$ cat src/rtl/riscv_pkg.sv
// Shared definitions for the unified-memory port arbiter of the RV32I core.
// Holds the requester source encodings, the default latency/fairness
// parameters and the layout of one response-pipeline entry.
package riscv_pkg;

    localparam logic SRC_IF = 1'b0;
    localparam logic SRC_D  = 1'b1;

    localparam int MEM_LAT_DEF      = 1;
    localparam int MAX_D_STREAK_DEF = 4;

    localparam int RESP_VLD_W = 1;
    localparam int RESP_SRC_W = 1;
    localparam int RESP_WR_W  = 1;

    typedef struct packed {
        logic [RESP_VLD_W-1:0] vld;
        logic [RESP_SRC_W-1:0] src;
        logic [RESP_WR_W-1:0]  is_write;
    } resp_entry_t;

endpackage

$ cat src/rtl/mem_resp_pipe.sv
// Response tracking pipeline for the unified-memory arbiter.
// A MEM_LAT-deep shift register of {valid, src, is_write} entries that
// advances every cycle, so the entry leaving the last stage lines up with
// the memory read data of the access that created it.
// Ports:
//   clk, rst                         clock, asynchronous active-high clear
//   in_vld, in_src, in_is_write      entry for the access granted this cycle
//   out_vld, out_src, out_is_write   entry whose memory data is valid now
module mem_resp_pipe
    import riscv_pkg::*;
#(
    parameter int MEM_LAT = MEM_LAT_DEF
) (
    input  logic clk,
    input  logic rst,
    input  logic in_vld,
    input  logic in_src,
    input  logic in_is_write,
    output logic out_vld,
    output logic out_src,
    output logic out_is_write
);

    resp_entry_t [MEM_LAT-1:0] resp_p;
    resp_entry_t               in_entry;

    assign in_entry = {in_vld, in_src, in_is_write};

    // stage 0 captures the grant; later stages follow one per cycle
    generate
        if (MEM_LAT == 1) begin : g_single
            always_ff @(posedge clk or posedge rst) begin
                if (rst) begin
                    resp_p <= '0;
                end else begin
                    resp_p[0] <= in_entry;
                end
            end
        end else begin : g_multi
            always_ff @(posedge clk or posedge rst) begin
                if (rst) begin
                    resp_p <= '0;
                end else begin
                    resp_p <= {resp_p[MEM_LAT-2:0], in_entry};
                end
            end
        end
    endgenerate

    // output stage: aligned with mem_rdata
    assign {out_vld, out_src, out_is_write} = resp_p[MEM_LAT-1];

endmodule

$ cat src/rtl/mem_port_arbiter.sv
// Arbiter sharing one single-port, synchronous-read memory between the
// instruction-fetch port and the load/store port of the RV32I core.
// Data accesses win, except that a pending fetch is forced through after
// MAX_D_STREAK consecutive data grants. Read data is steered back to the
// requester that issued the access MEM_LAT cycles earlier.
// Ports:
//   clk, rst                                  clock, async active-high reset
//   if_req/if_addr -> if_gnt                  fetch request / accept (comb.)
//   if_rvalid, if_rdata                       fetch response
//   d_req/d_we/d_be/d_addr/d_wdata -> d_gnt   load/store request / accept
//   d_rvalid, d_rdata                         load data or store acknowledge
//   mem_en/mem_we/mem_be/mem_addr/mem_wdata   memory command
//   mem_rdata                                 memory read data (MEM_LAT later)
module mem_port_arbiter
    import riscv_pkg::*;
#(
    parameter int ADDR_W       = 32,
    parameter int DATA_W       = 32,
    parameter int MEM_LAT      = MEM_LAT_DEF,
    parameter int MAX_D_STREAK = MAX_D_STREAK_DEF
) (
    input  logic                clk,
    input  logic                rst,
    input  logic                if_req,
    input  logic [ADDR_W-1:0]   if_addr,
    output logic                if_gnt,
    output logic                if_rvalid,
    output logic [DATA_W-1:0]   if_rdata,
    input  logic                d_req,
    input  logic                d_we,
    input  logic [DATA_W/8-1:0] d_be,
    input  logic [ADDR_W-1:0]   d_addr,
    input  logic [DATA_W-1:0]   d_wdata,
    output logic                d_gnt,
    output logic                d_rvalid,
    output logic [DATA_W-1:0]   d_rdata,
    output logic                mem_en,
    output logic                mem_we,
    output logic [DATA_W/8-1:0] mem_be,
    output logic [ADDR_W-1:0]   mem_addr,
    output logic [DATA_W-1:0]   mem_wdata,
    input  logic [DATA_W-1:0]   mem_rdata
);

    localparam int STREAK_W = (MAX_D_STREAK < 1) ? 1 : $clog2(MAX_D_STREAK + 1);
    localparam logic [STREAK_W-1:0] STREAK_MAX = STREAK_W'(MAX_D_STREAK);

    logic [STREAK_W-1:0] streak;
    logic                streak_limit;
    logic                rsp_vld_p;
    logic                rsp_src_p;
    logic                rsp_wr_p;
    logic [DATA_W-1:0]   if_rdata_q;
    logic [DATA_W-1:0]   d_rdata_q;

    // arbitration: grants are suppressed while reset is held
    assign streak_limit = if_req && (streak == STREAK_MAX);
    assign d_gnt        = !rst && d_req && !streak_limit;
    assign if_gnt       = !rst && if_req && !d_gnt;
    assign mem_en       = if_gnt || d_gnt;

    // streak only counts data grants that actually delay a waiting fetch
    always_ff @(posedge clk or posedge rst) begin
        if (rst) begin
            streak <= '0;
        end else if (if_gnt || !if_req) begin
            streak <= '0;
        end else if (d_gnt && (streak != STREAK_MAX)) begin
            streak <= streak + 1'b1;
        end
    end

    always_comb begin
        mem_we    = 1'b0;
        mem_be    = '0;
        mem_addr  = '0;
        mem_wdata = '0;
        if (d_gnt) begin
            mem_we    = d_we;
            mem_be    = d_be;
            mem_addr  = d_addr;
            mem_wdata = d_wdata;
        end else if (if_gnt) begin
            mem_be    = '1;
            mem_addr  = if_addr;
        end
    end

    mem_resp_pipe #(
        .MEM_LAT (MEM_LAT)
    ) u_resp_pipe (
        .clk          (clk),
        .rst          (rst),
        .in_vld       (mem_en),
        .in_src       (d_gnt ? SRC_D : SRC_IF),
        .in_is_write  (d_gnt && d_we),
        .out_vld      (rsp_vld_p),
        .out_src      (rsp_src_p),
        .out_is_write (rsp_wr_p)
    );

    // response stage: memory data passes straight through on delivery,
    // the last delivered word is held in between
    assign if_rvalid = rsp_vld_p && (rsp_src_p == SRC_IF);
    assign d_rvalid  = rsp_vld_p && (rsp_src_p == SRC_D);
    assign if_rdata  = if_rvalid ? mem_rdata : if_rdata_q;
    assign d_rdata   = d_rvalid ? (rsp_wr_p ? '0 : mem_rdata) : d_rdata_q;

    always_ff @(posedge clk or posedge rst) begin
        if (rst) begin
            if_rdata_q <= '0;
            d_rdata_q  <= '0;
        end else begin
            if_rdata_q <= if_rdata;
            d_rdata_q  <= d_rdata;
        end
    end

endmodule

$ cat config.mk
export PLATFORM = sky130hd
export DESIGN_NAME = mem_port_arbiter
export DESIGN_NICKNAME = d
export VERILOG_FILES = /design/src/rtl/riscv_pkg.sv /design/src/rtl/mem_resp_pipe.sv /design/src/rtl/mem_port_arbiter.sv
export SDC_FILE = /design/constraint.sdc
export NUM_CORES = 1
export LEC_CHECK = 0
export CAP_MARGIN = 20
export CORE_AREA = 2 2 108 110
export CTS_CLUSTER_SIZE = 24
export DETAILED_ROUTE_END_ITERATION = 8
export DIE_AREA = 0 0 110 112
export DONT_BUFFER_PORTS = 1
export SYNTH_ARGS = -nofsm -noshare
export SYNTH_HDL_FRONTEND = slang
export SYNTH_SLANG_ARGS = --single-unit
$ cat constraint.sdc
create_clock -name clk -period 4.4 [get_ports clk]
set_input_delay 1.1 -clock clk [delete_from_list [all_inputs] [get_ports clk]]
set_output_delay 1.1 -clock clk [all_outputs]
set_load 0.05 [all_outputs]
==> impl_metrics.csv, run 1 <==
group,metric,value,unit
run_status,status,"complete, no violations",
synthesis,synth_top_family_by_area,"simple AND/OR/NAND/NOR gates",
synthesis,yosys_warnings,0,
worst_setup_path,worst-path-max-fanout,44,
power_and_ir_drop,vdd_ir_drop_max,309,uV
grt,grt_max_degree,73,
sta,slew_headroom,0.260,
floorplanning,fp-row-count,39,
drt,vias_per_cell,5.02,
sta,rsz0062_at_grt,"no",
layout,nFillCells,982,
power_and_ir_drop,leakage,0.00241,uW
synthesis,synth_area,3430,sq um
layout,layout_commonest_cell,"dfrtp_1",
sta,period_share,0.808,
cts,insertion_delay,330,ps
synthesis,synthMuxAreaShare,0.105,
drt,drt-total-wl,13100,um
worst_setup_path,setup.worst_path.start_class,"input port",
placed_design,gp_congestion,0.810,
worst_setup_path,r2r_slack,2220,ps
layout,multi_input_area,1510,sq um
cts,tritoncts,"built",
sta,setup_ws,846,ps
drt,vias,2819,
placed_design,dp_slack,842,ps
synthesis,synth.net_count,458,
sta,tightest_slew,1100,ps
hold_path,hp-class,"flop to flop",
sta,setup_viol,0,
grt,grt_pass1_vias,2834,
grt,overflow,0,
cts,cts_buffer_depth,2,
layout,final_cell_mix,"70 x dfrtp_1, 66 x buf_12, 36 x buf_4",
sta,slew_violations,0,
cts,ctsHtreeMaxLevel,3,
placed_design,place.port_buffers,0,
floorplanning,start_util,0.307,
synthesis,postSynthCellCount,319,
worst_setup_path,arrival,2450,ps
synthesis,synthSimpleGateAreaFrac,0.179,
floorplanning,io_pins,275,
placed_design,hpwl,10900,um
synthesis,yosys.area_share.xor_xnor,0,
grt,antenna_found_initial,11,
sta,fin_crit,3550,ps
drt,wl_per_cell,23.4,um
synthesis,ys_seq_area_frac,0.511,
layout,synthToLayoutAreaGrowth,57.0,%
sta,finClkSkew,9.20,ps
layout,register_area,1750,sq um
synthesis,async_reset_ff_frac,1.00,
synthesis,synth-compound-area-share,0.148,
floorplanning,die_y,112,um
sta,finalHoldViolations,0,
sta,fmax,281,MHz
job,max_cap_violations,0,
floorplanning,dieArea,12300,sq um
worst_setup_path,endpoint_kind,"output pin",
layout,fin_nets,546,
synthesis,yosys.cell_types.count,24,
cts,clock-sinks,70,
cts,hold_buffers,0,
floorplanning,coreArea,11200,sq um
power_and_ir_drop,power.density,471,nW/um^2
layout,drive_gt1_frac,0.377,
sta,tns,0,ps
cts,cts_setup_buffers,0,
drt,drt_iter0_drc,197,
worst_setup_path,required,3300,ps
synthesis,synth_seq_cells,70,
synthesis,synth-edff-count,0,
drt,ant_nets,0,
synthesis,ys.flop_type,"dfrtp_1",
cts,cts_root_buffer,"clkbuf_16",
drt,drc,0,
grt,grt_use_total,0.209,
cts,cts_made_buffers,9,
drt,detailedRoute.firstPassIterationCount,4,
cts,clk_pin_slew_worst_paths,50,ps
grt,grt_first_pass_wirelength,18200,um
synthesis,synthAdderAreaFrac,0.00730,
cts,cts_resized,0,
floorplanning,die_x,110,um
synthesis,syn_area_per_cell,10.8,sq um
worst_setup_path,critPathKind,"input port to output pin",
## final timing paths
kind | from | to | cells after the start
worst min register to register | d_rdata_q[10]$_DFF_PP0_ | d_rdata_q[10]$_DFF_PP0_ | 2
worst max register to register | streak[0]$_DFFE_PP0P_ | u_resp_pipe.out_is_write$_DFF_PP0_ | 6
worst max-delay path | if_req | mem_addr[25] | 6
worst min-delay path | d_rdata_q[10]$_DFF_PP0_ | d_rdata_q[10]$_DFF_PP0_ | 2
max in group asynchronous | rst | if_rdata_q[4]$_DFF_PP0_ | 2
min in group asynchronous | rst | streak[0]$_DFFE_PP0P_ | 2
## state kept, by name (all words and copies together) (netlist names)
register and count:
d_rdata_q 32, if_rdata_q 32, streak 3, u_resp_pipe.out_is_write 1, u_resp_pipe.out_src 1, u_resp_pipe.out_vld 1
## synthesized netlist by cell type (3+ instances only)
cell / number / share of area
dfrtp_1: 70 / 0.51
nand2_1: 36 / 0.039
and2_1: 33 / 0.060
nand2b_1: 33 / 0.060
o21ai_0: 33 / 0.048
a22o_1: 32 / 0.082
mux2_2: 32 / 0.11
clkbuf_1: 10 / 0.011
buf_2: 7 / 0.010
buf_6: 5 / 0.016
inv_1: 4 / 0.0044
a21boi_0: 3 / 0.0066
nand3_1: 3 / 0.0044
o21a_1: 3 / 0.0066
## layout make-up
cell class	count	area share
Inverter	6	0.00418
Tap cell	143	0.0332
Antenna cell	7	0.00325
Multi-Input combinational cell	218	0.281
Clock inverter	6	0.0160
Timing Repair Buffer	102	0.296
Clock buffer	9	0.0418
Sequential cell	70	0.325
## metal layers
layer	track usage	vias to the layer above	share of wire
li1	-	1277	-
met4	0.0574	8	0.019
met2	0.371	157	0.52
met5	0	-	0.0040
met3	0.114	26	0.12
met1	0.206	1351	0.34
## report_power, final
part / switching, uW / internal [uW] / total, uW / leakage, uW
clock network: 261 / 492 / 753 / 0.000152
logic: 717 / 284 / 1000 / 0.00141
registers: 30.3 / 752 / 782 / 0.000848
## worst max-delay path, stage by stage
cell and delay, ps:
nand3_1 60, nand3_2 120, inv_2 510, buf_12 240
a22o_1 240, buf_12 160
## kinds of logic (layout without fill, tap and decap cells)
kind of cell	after synthesis	count (layout)
simple gates	111	111
compound gates	73	73
flops	70	70
mux	32	32
buf+inv	31	123
fa+ha+maj	2	2
other cells	0	7
## stage by stage
| step | area (sq um) | std cells | util | hold WS [ps] | power, uW |
|---|---|---|---|---|---|
| 2_1_floorplan | 3430 | 319 | - | 531 | 1500 |
| 3_3_place_gp | 5060 | 539 | 0.452 | 477 | 1780 |
| 3_5_place_dp | 5060 | 539 | 0.452 | 490 | 1800 |
| 4_1_cts | 5370 | 554 | 0.480 | 504 | 2570 |
| 5_1_grt | 5380 | 560 | 0.482 | 527 | 2640 |
| 6_report | 5390 | 561 | 0.482 | 503 | 2540 |
Power figures use the tool's default switching activity.
==> run 2, diff against run 1 <==
==> constraint.sdc (replaced) <==
create_clock -name clk -period 3.4 [get_ports clk]
set_input_delay 0.85 -clock clk [delete_from_list [all_inputs] [get_ports clk]]
set_output_delay 0.85 -clock clk [all_outputs]
set_load 0.05 [all_outputs]
==> run 2 against run 1 <==
  * Die area stayed put
  * Sequential power is 29% higher
  * Clock power up 42%
  * Total power rose by 31%
  * Count of clock-buffer cells in the layout grew 1
  * Utilization down 0.30 points
  * Largest power group unchanged
==> impl_metrics.csv, run 2 (synthesis gave the netlist of run 1 again) <==
group,metric,value,unit
worst_setup_path,arrival,2250,ps
worst_setup_path,rr_startpoint,"u_resp_pipe.out_is_write$_DFF_PP0_",
grt,grt_use_total,0.213,
sta,slew_headroom,0.272,
layout,fin_nets,533,
worst_setup_path,r2r_end,"d_rdata_q[12]$_DFF_PP0_",
cts,tritoncts,"built",
sta,slew_violations,0,
drt,ant_nets,0,
hold_path,whs_endpoint,"d_rdata_q[19]$_DFF_PP0_",
drt,drt_iter0_drc,216,
cts,clk_pin_slew_worst_paths,60,ps
cts,insertion_delay,320,ps
worst_setup_path,r2r_slack,1320,ps
floorplanning,io_pins,275,
worst_setup_path,critPathSlowestCell,"dfrtp_1",
cts,clock-sinks,70,
sta,tns,0,ps
floorplanning,start_util,0.307,
layout,synthToLayoutAreaGrowth,56.0,%
placed_design,dp_cells,526,
hold_path,min_path_cells,2,
worst_setup_path,crit_top_cell,"buf_12",
layout,final_cells,548,
layout,final_cell_mix,"70 x dfrtp_1, 68 x buf_12, 35 x nand2_1",
cts,hold_buffers,0,
floorplanning,die_x,110,um
worst_setup_path,required,2550,ps
sta,tightest_slew,1090,ps
worst_setup_path,endpoint_kind,"output pin",
cts,cts_made_buffers,9,
sta,fmax,323,MHz
power_and_ir_drop,leakage,0.00237,uW
cts,cts_resized,0,
hold_path,hp-class,"flop to flop",
sta,rsz0062_at_grt,"no",
drt,vias,2747,
placed_design,hpwl,10800,um
placed_design,gp_congestion,0.933,
power_and_ir_drop,vdd_ir_drop_max,464,uV
floorplanning,coreArea,11200,sq um
worst_setup_path,path_cells,"inv_1 > ha_1 > nand3_1 > nand3_2 > inv_2 > buf_12 > a22o_1 > buf_12",
sta,finClkSkew,7.52,ps
grt,grt_pass1_vias,2819,
floorplanning,fp-row-count,39,
worst_setup_path,reg2reg_depth,2,
sta,setup_viol,0,
cts,ctsHtreeMaxLevel,3,
job,max_cap_violations,0,
run_status,status,"complete, no violations",
worst_setup_path,crit_path_max_incr_delay,370,ps
layout,drive_gt1_frac,0.357,
drt,drc,0,
drt,drt-total-wl,13100,um
grt,grt_max_degree,73,
grt,antenna_found_initial,15,
cts,cts_root_buffer,"clkbuf_16",
grt,overflow,0,
sta,finalHoldViolations,0,
power_and_ir_drop,power.density,621,nW/um^2
drt,wl_per_cell,23.9,um
drt,vias_per_cell,5.01,
cts,cts_setup_buffers,0,
hold_path,min_from,"d_rdata_q[19]$_DFF_PP0_",
worst_setup_path,worst-path-max-fanout,35,
cts,cts_buffer_depth,2,
layout,nFillCells,988,
placed_design,place.port_buffers,0,
floorplanning,die_y,112,um
layout,largestRegisters,"d_rdata_q x32, if_rdata_q x32, streak x3",
grt,grt_first_pass_wirelength,18500,um
sta,period_share,0.912,
worst_setup_path,critPathKind,"flop to output pin",
floorplanning,dieArea,12300,sq um
drt,detailedRoute.firstPassIterationCount,4,
layout,layout_commonest_cell,"dfrtp_1",
worst_setup_path,setup.worst_path.start_class,"flop",
sta,fin_crit,3100,ps
sta,hold_ws,499,ps
[run 2: cell count changes in the layout (fill, tap and decap cells not counted), sizes merged]
cell / delta
buf: -13
bufinv: +1
clkinv: -2
clkbuf: +1
[run 2: how the worst max path moves through the flow]
stage | slack [ps] | startpoint | endpoint
after CTS | 290 | streak[0]$_DFFE_PP0P_ | mem_addr[7]
after floorplan | 80 | rst | mem_wdata[11]
after global placement | 560 | d_req | mem_addr[23]
after global routing | 140 | streak[0]$_DFFE_PP0P_ | mem_addr[7]
final | 300 | streak[0]$_DFFE_PP0P_ | mem_addr[7]
after detailed placement | 510 | if_req | mem_addr[7]
[run 2: final cells by class]
class	count	area, sq um	area share
Antenna cell	7	17.5	0.00327
Clock buffer	10	239	0.0447
Clock inverter	5	106	0.0199
Inverter	6	27.5	0.00514
Multi-Input combinational cell	218	1510	0.282
Sequential cell	70	1750	0.327
Tap cell	143	179	0.0334
Timing Repair Buffer	89	1520	0.284
[run 2: layer usage]
layer  wire [um]  global-route usage
met2        6470               0.356
met3        1940               0.143
met5          91                   0
met1        4300               0.208
met4         293              0.0692
[run 2: power by group]
group / leakage [uW] / switching [uW] / internal, uW
sequential: 0.000848 / 39.7 / 974
clock: 0.000165 / 340 / 734
combinational: 0.00135 / 913 / 323
[run 2: metrics by stage]
step | total power, uW | cell area, sq um | utilization | setup WS [ps]
global route | 3460 | 5340 | 0.478 | 140
global placement | 2250 | 4990 | 0.446 | 559
CTS | 3370 | 5330 | 0.477 | 290
detailed placement | 2280 | 4990 | 0.446 | 513
floorplan | 1950 | 3430 | - | 77.5
finish | 3320 | 5350 | 0.479 | 300
[run 2: worst max-delay path, delay by kind of cell, from the launching register on]
family / cells / cell delay, ps
buf+inv: 4 / 830
flops: 1 / 370
fa+ha+maj: 1 / 240
simple gates: 2 / 240
compound gates: 1 / 230
